--- src/rtl/iob_soc_sut_rst_seq.sv ---
// -----------------------------------------------------------------------------
// iob_soc_sut_rst_seq
//
// Power-up and reset sequencer for the SUT FPGA top level. It waits for the
// clock generator to lock and, if a DDR controller is present, for its
// calibration to finish. It then releases the Ethernet PHY reset, waits for
// the PHY to settle, and pulses the system reset of the iob_soc_sut instance.
// The whole sequence starts again if lock or calibration is lost, or if a
// restart is requested. If lock or calibration never arrives, the sequencer
// parks in FAULT until a restart is requested.
//
// Parameters:
//   PHY_RST_CYCLES  - cycles the PHY reset is held low (>= 1)
//   PHY_WAIT_CYCLES - cycles from PHY reset release to the system reset pulse (>= 1)
//   SYS_RST_CYCLES  - cycles spent in SYS_RST with the system reset high (>= 1)
//   TIMEOUT_CYCLES  - maximum cycles in WAIT_LOCK / WAIT_CALIB before FAULT (>= 1)
//   CNT_W           - state cycle counter width; every *_CYCLES must be <= 2**CNT_W
//   USE_CALIB       - 1: wait for and monitor calib_done_i, 0: ignore it
//
// Ports:
//   clk_i          in   system clock
//   rstn_i         in   synchronous active-low reset
//   pll_locked_i   in   clock generator locked (synchronous to clk_i)
//   calib_done_i   in   DDR calibration complete (synchronous to clk_i)
//   restart_i      in   single-cycle restart request
//   eth_phy_rstn_o out  Ethernet PHY reset, active-low
//   sys_rst_o      out  system reset, active-high
//   ready_o        out  high only in RUN
//   fault_o        out  high only in FAULT
//   state_o        out  current state encoding
//   restarts_o     out  saturating count of re-sequence events
//
// All outputs are registered. They change only on the rising edge of clk_i.
// -----------------------------------------------------------------------------
module iob_soc_sut_rst_seq #(
  parameter int PHY_RST_CYCLES  = 16,
  parameter int PHY_WAIT_CYCLES = 32,
  parameter int SYS_RST_CYCLES  = 10,
  parameter int TIMEOUT_CYCLES  = 1000000,
  parameter int CNT_W           = 24,
  parameter int USE_CALIB       = 1
) (
  input  logic       clk_i,
  input  logic       rstn_i,
  input  logic       pll_locked_i,
  input  logic       calib_done_i,
  input  logic       restart_i,
  output logic       eth_phy_rstn_o,
  output logic       sys_rst_o,
  output logic       ready_o,
  output logic       fault_o,
  output logic [2:0] state_o,
  output logic [7:0] restarts_o
);

  typedef enum logic [2:0] {
    WAIT_LOCK  = 3'd0,
    WAIT_CALIB = 3'd1,
    PHY_RST    = 3'd2,
    PHY_WAIT   = 3'd3,
    SYS_RST    = 3'd4,
    RUN        = 3'd5,
    FAULT      = 3'd6
  } state_t;

  // Each timed exit fires on the last cycle of its window (count N-1), so the
  // counter is compared against these precomputed terminal values.
  localparam logic [CNT_W-1:0] PHY_RST_LAST  = CNT_W'(PHY_RST_CYCLES - 1);
  localparam logic [CNT_W-1:0] PHY_WAIT_LAST = CNT_W'(PHY_WAIT_CYCLES - 1);
  localparam logic [CNT_W-1:0] SYS_RST_LAST  = CNT_W'(SYS_RST_CYCLES - 1);
  localparam logic [CNT_W-1:0] TIMEOUT_LAST  = CNT_W'(TIMEOUT_CYCLES - 1);
  localparam logic [CNT_W-1:0] CNT_MAX       = '1;
  localparam bit               CALIB_EN      = (USE_CALIB != 0);

  state_t           state;
  state_t           next_state;
  logic [CNT_W-1:0] cnt;
  logic             resequence;
  logic             lock_lost;
  logic             calib_lost;
  logic             calib_ok;

  // Calibration counts as done in builds without DDR, so WAIT_CALIB passes
  // straight through.
  assign calib_ok = calib_done_i || !CALIB_EN;

  // Lock is monitored from WAIT_CALIB onwards. Calibration is monitored only
  // once the sequence has moved past WAIT_CALIB. Losing either one restarts
  // the whole sequence.
  always_comb begin
    lock_lost  = 1'b0;
    calib_lost = 1'b0;
    case (state)
      WAIT_CALIB: begin
        lock_lost = !pll_locked_i;
      end
      PHY_RST, PHY_WAIT, SYS_RST, RUN: begin
        lock_lost  = !pll_locked_i;
        calib_lost = CALIB_EN && !calib_done_i;
      end
      default: begin
        lock_lost  = 1'b0;
        calib_lost = 1'b0;
      end
    endcase
  end

  // Next-state selection in priority order: restart request, loss of lock
  // or calibration, then the per-state progress or timeout decision. In the
  // wait states the normal exit is tested before the timeout. If both occur
  // in the same cycle, the sequence moves forward.
  always_comb begin
    next_state = state;
    resequence = 1'b0;
    if (restart_i) begin
      next_state = WAIT_LOCK;
      resequence = 1'b1;
    end else if (lock_lost || calib_lost) begin
      next_state = WAIT_LOCK;
      resequence = 1'b1;
    end else begin
      case (state)
        WAIT_LOCK: begin
          if (pll_locked_i) begin
            next_state = WAIT_CALIB;
          end else if (cnt == TIMEOUT_LAST) begin
            next_state = FAULT;
          end
        end
        WAIT_CALIB: begin
          if (calib_ok) begin
            next_state = PHY_RST;
          end else if (cnt == TIMEOUT_LAST) begin
            next_state = FAULT;
          end
        end
        PHY_RST: begin
          if (cnt == PHY_RST_LAST) begin
            next_state = PHY_WAIT;
          end
        end
        PHY_WAIT: begin
          if (cnt == PHY_WAIT_LAST) begin
            next_state = SYS_RST;
          end
        end
        SYS_RST: begin
          if (cnt == SYS_RST_LAST) begin
            next_state = RUN;
          end
        end
        RUN: begin
          next_state = RUN;
        end
        FAULT: begin
          next_state = FAULT;
        end
        default: begin
          next_state = WAIT_LOCK;
        end
      endcase
    end
  end

  // State register, cycle counter, restart counter and registered outputs.
  // The outputs are decoded from next_state, so they stay aligned with the
  // state register and need no extra cycle of delay. A re-sequence counts as
  // a state change even when issued from WAIT_LOCK, so the timeout window
  // starts again. In RUN and FAULT the counter stops at its maximum value
  // rather than wrapping.
  always_ff @(posedge clk_i) begin
    if (!rstn_i) begin
      state          <= WAIT_LOCK;
      cnt            <= '0;
      restarts_o     <= 8'd0;
      eth_phy_rstn_o <= 1'b0;
      sys_rst_o      <= 1'b1;
      ready_o        <= 1'b0;
      fault_o        <= 1'b0;
      state_o        <= 3'd0;
    end else begin
      state <= next_state;

      if (resequence || (next_state != state)) begin
        cnt <= '0;
      end else if (cnt != CNT_MAX) begin
        cnt <= cnt + 1'b1;
      end

      if (resequence && (restarts_o != 8'hFF)) begin
        restarts_o <= restarts_o + 8'd1;
      end

      case (next_state)
        PHY_WAIT, SYS_RST: begin
          eth_phy_rstn_o <= 1'b1;
          sys_rst_o      <= 1'b1;
        end
        RUN: begin
          eth_phy_rstn_o <= 1'b1;
          sys_rst_o      <= 1'b0;
        end
        default: begin
          eth_phy_rstn_o <= 1'b0;
          sys_rst_o      <= 1'b1;
        end
      endcase

      ready_o <= (next_state == RUN);
      fault_o <= (next_state == FAULT);
      state_o <= next_state;
    end
  end

endmodule

--- config.mk ---
export PLATFORM = sky130hd
export DESIGN_NAME = iob_soc_sut_rst_seq
export DESIGN_NICKNAME = d
export VERILOG_FILES = /design/src/rtl/iob_soc_sut_rst_seq.sv
export SDC_FILE = /design/constraint.sdc
export NUM_CORES = 1
export LEC_CHECK = 0
export ABC_AREA = 1
export ABC_CLOCK_PERIOD_IN_PS = 4750
export CELL_PAD_IN_SITES_DETAIL_PLACEMENT = 1
export CELL_PAD_IN_SITES_GLOBAL_PLACEMENT = 1
export CORE_ASPECT_RATIO = 1.1
export CORE_UTILIZATION = 50
export DETAILED_ROUTE_END_ITERATION = 6
export DONT_BUFFER_PORTS = 1
export PLACE_DENSITY_LB_ADDON = 0.1
export RECOVER_POWER = 100
export SETUP_SLACK_MARGIN = 0.02
export SLEW_MARGIN = 10
export SYNTH_ARGS = -nofsm -noshare
export SYNTH_HDL_FRONTEND = slang
export SYNTH_SLANG_ARGS = --single-unit
--- constraint.sdc ---
create_clock -name clk_i -period 4.75 [get_ports clk_i]
set_input_delay 1.425 -clock clk_i [delete_from_list [all_inputs] [get_ports clk_i]]
set_output_delay 1.425 -clock clk_i [all_outputs]
set_load 0.02 [all_outputs]
# [After elaboration in Yosys (flattened, before gate mapping)]
# Index checks and enable logic that the tools add are counted.
[word_totals] ff_bits=39 in_bits=5 out_inout_bits=15 wordCells=52
[op_classes] n_addsub=2 n_eq_ne=17 muxes=15 n_bitwise=1 reduce_logical=10
[ops] cell="$eq 24x4->1 const B" count=2
[ops] cell="$add 24x1->24 const B" count=1
[ops] cell="$eq 24x20->1 const B" count=1
[ops] cell="$eq 24x5->1 const B" count=1
[ops] cell="$mux 3" count=8
[ops] cell="$ne 24x24->1 const B" count=1
[ops] cell="$pmux 3 s7" count=1
[ops] cell="$eq 3x3->1 const B" count=6
[ops] cell="$eq 3x2->1 const B" count=3
[ops] cell="$add 8x1->8 const B" count=1
[ops] cell="$ne 8x8->1 const B" count=1
[ops] cell="$mux 1" count=6
[ops] cell="$reduce_or 5->1" count=1
[ops] cell="$reduce_or 4->1" count=1
[ops] cell="$eq 3x1->1 const B" count=1
[ops] cell="$logic_not 3->1" count=1
[ops] cell="$ne 3x3->1" count=1
[ops] cell="$reduce_or 3->1" count=1
[ops] cell="$logic_not 1->1" count=2
[ops] cell="$logic_or 1x1->1" count=2
[ops] cell="$reduce_or 2->1" count=1
[ops] cell="$logic_and 1x1->1" count=1
[ops] cell="$not 1->1" count=1

# [Longest topological paths before layout]
[logic_depth] ltp_word=9 depth_mapped=15 ltp_nobuf=14

# [Least setup slack after synthesis]
# No wires, ideal clock.
[synth_path] kind="input to register" startpoint="in pll_locked_i" endpoint="reg cnt[6]" t_arrival_ns=2.464 required_time_ns=4.625 path_slack_ns=2.161 stages=11 n_path_buf=1 path_cell_list="inv_1 > nand2_1 > nand2_1 > o21bai_2 > nor2_4 > o21ai_2 > nand2_1 > nand2_2 > nand2_4 > buf_12 > nor2_4"
[synth_between] elab_chain_len=8
[synth_lines] item="from (decl)" line_no="45" rtl="input logic pll_locked_i,"
[synth_lines] item="branches (longest 6 deep; another with $pmux 3 s7)"
[synth_lines] item="$logic_or 1x1->1 *" line_no="184" rtl="if (resequence || (next_state != state)) begin"
[synth_lines] item="$reduce_or 2->1 (no source line) *"
[synth_lines] item="to (signal assigned)" line_no="187" rtl="cnt <= cnt + 1'b1;"
[synth_lines] item="to (decl)" line_no="77" rtl="logic [CNT_W-1:0] cnt;"
# Every way passes the cells marked *.
# A chain may end at the register's enable or synchronous reset.

# [Worst setup path after layout]
[layout_path] startpoint="in pll_locked_i" endpoint="reg cnt[0]"
# Same word-level chain as after synthesis.

==> flow_metrics.tcl <==
set metrics [dict create \
    hold_class "reg -> reg" \
    p_per_area_mw_per_mm2 243 \
    antennaDiodeCount 0 \
    synthToLayoutAreaGrowth_pct 3.46 \
    firstDrtPassIters 4 \
    hold_viol 0 \
    cts_buffer_depth 2 \
    cts_buffers 5 \
    synth_flop_cell "dfxtp_1" \
    post-cts-setup-buffers 0 \
    p_leak_nw 0.955 \
    cts.clk_slew.worst_paths_ns 0.09 \
    clock.fmax_mhz 288 \
    synth_edf_count 0 \
    overflow 0 \
    row_count 26 \
    clk_latency_ns 0.30 \
    dp_slack_ns 1.74 \
    yosysUniqueCellTypes 33 \
    io_pins 20 \
    cp_slowest_stage_delay_ns 0.80 \
    power_frac_seq_pct 55.0 \
    nNetsFinal 348 \
    synth-seq-cells 39 \
    syn_area_sq_mm 0.00246 \
    power_frac_clock_pct 38.2 \
    yosys.area.top_type "dfxtp_1" \
    synthTopCellsByArea "dfxtp_1, nor2_4, nand2_1" \
    die_w_microns 68.8 \
    min_period_over_period_pct 73.1 \
    grt_pass1_vias 2173 \
    period_needed_ns 3.47 \
    port_buffers 0 \
    p_int_mw 0.446 \
    path_common_cell "nand2_1" \
    outcome "finished, final reports clean" \
    synth_nets 345 \
    ys_top_cells_by_count "nand2_1, nor2_1, dfxtp_1" \
    share_comb_of_total_power_pct 6.8 \
    die_area_sq_mm 0.00520 \
    ir_worst_vdd_uv 169 \
    cts_tree "built" \
    net-switching-power_mw 0.171 \
    grt_pass1_wl_microns 9790 \
    fin_skew_ns 0.00913 \
    start_util_pct 52.4 \
    setup_tns_ns 0 \
    yosysMostFrequentCell "nand2_1" \
    drtIter0Drc 74 \
    ys.warnings.count 0 \
    wl_per_cell_microns 14.8 \
    gp_congestion 0.801 \
    grt_max_degree 25 \
    swShare_pct 27.7 \
    worstSetupPathType "in -> reg" \
    antenna_found_initial 0 \
    cap_violations 0 \
    cts.hold.buffers_added 0 \
    synth-async-reset-ratio_pct 0 \
    final-max-slew-violation-count 0 \
    layout-drive-gt1-share_pct 15.5 \
    instances_no_fill 397 \
    finalWirelength_microns 5880 \
    root_buffer "clkbuf_8" \
    setup_ws_ns 1.28 \
    synth.top_cell.area_share_pct 31.8 \
    cts.sinks 39 \
    dp_cells 389 \
    start_kind "input pin" \
    worstMarginPinSlew_ns 1.11 \
    path_cells "inv_1 -> nand2_1 -> nand2_1 -> o21bai_1 -> nor2_1 -> o21ai_0 -> nand2_1 -> nand2_2 -> nand2_2 -> nor2_1" \
    crit_path_top_delay_cell "nand2_2" \
    viasPerCell 5.36 \
    ant_nets 0 \
    rsz0062_at_grt "false" \
    die_y_microns 75.5 \
    cp_max_fo 24 \
    drc 0 \
    synthCells 337 \
    yosysSeqAreaShare_pct 31.8 \
    avgSynthCellArea_sq_um 7.29 \
    num_vias 2126 \
    ctsResizeCount 0 \
    h-tree-depth 2 \
    setup_viol 0 \
    slew_headroom_pct 25.6 \
    endpoint_kind "flop" \
    dp_hpwl_microns 4520 \
    track_usage_pct 25.5 \
    core_sq_mm 0.00468 \
    arrival_ns 3.61 \
    cp.required_ns 4.89 \
]
## power by group through the flow
| stage | combinational (mW) | sequential, mW | clock [mW] |
|---|---|---|---|
| 4_1_cts | 0.0457 | 0.340 | 0.242 |
| 3_3_place_gp | 0.0436 | 0.347 | 0 |
| 2_1_floorplan | 0.0437 | 0.345 | 0 |
| 5_1_grt | 0.0477 | 0.341 | 0.255 |
| 6_report | 0.0417 | 0.340 | 0.236 |
| 3_5_place_dp | 0.0451 | 0.348 | 0 |
## cell usage in the layout, fill, tap and decap left out, drive strengths merged, types with 8 or more instances in the layout
master / instances
xor2: 14
dfxtp: 39
inv: 40
nand3: 15
nand4: 13
nor3: 8
nand2: 71
o21ai: 12
a21oi: 13
nor2: 85
## cell type report
| cell class | count | area, sq um |
|---|---|---|
| Clock buffer | 5 | 68.8 |
| Clock inverter | 3 | 23.8 |
| Fill cell | 631 | 2140 |
| Inverter | 39 | 146 |
| Multi-Input combinational cell | 255 | 1450 |
| Sequential cell | 39 | 781 |
| Tap cell | 56 | 70.1 |
## per-layer routing
| layer | vias up | routed length, microns | global-route usage (%) |
|---|---|---|---|
| met5 | - | 0 | 0 |
| met4 | 0 | 114 | 7.71 |
| met3 | 12 | 212 | 5.84 |
| met2 | 37 | 3030 | 46.5 |
| met1 | 999 | 2520 | 29.3 |
| li1 | 1078 | - | - |
## stage by stage
step | total power, mW | cell area (sq um) | hold WS, ns | utilization [%]
6_report | 0.617 | 2540 | 0.559 | 54.2
4_1_cts | 0.628 | 2570 | 0.567 | 54.8
5_1_grt | 0.644 | 2540 | 0.599 | 54.2
3_5_place_dp | 0.393 | 2480 | 0.553 | 52.9
2_1_floorplan | 0.389 | 2460 | 0.529 | -
3_3_place_gp | 0.391 | 2480 | 0.546 | 52.9
## registers in the layout (all words and copies together) (netlist names)
name and flops:
restarts_o 8, cnt 24, ready_o 1, state 3, sys_rst_o 1, fault_o 1
eth_phy_rstn_o 1
## cells by family after synthesis
| logic type | share of synthesized area (%) |
|---|---|
| buf+inv | 8.00 |
| simple gates | 45.1 |
| compound gates | 6.83 |
| xor+xnor | 6.78 |
| fa+ha+maj | 1.53 |
| flops | 31.8 |
## path summary, 6_finish.rpt
kind,cells past startpoint,start,end,slack (ns)
worst min-delay path,2,restarts_o[4],restarts_o[4],0.56
worst min register to register,2,restarts_o[4],restarts_o[4],0.56
worst max-delay path,10,pll_locked_i,cnt[0],1.28
worst max register to register,9,state[1],cnt[0],1.61
## critical path, delay by kind of cell
kind | cells | cell delay [ns]
AOI/OAI and AO/OA | 2 | 0.50
and+or+nand+nor | 7 | 1.65
buffers and inverters | 1 | 0.04
(Power assumes the default switching activity.)
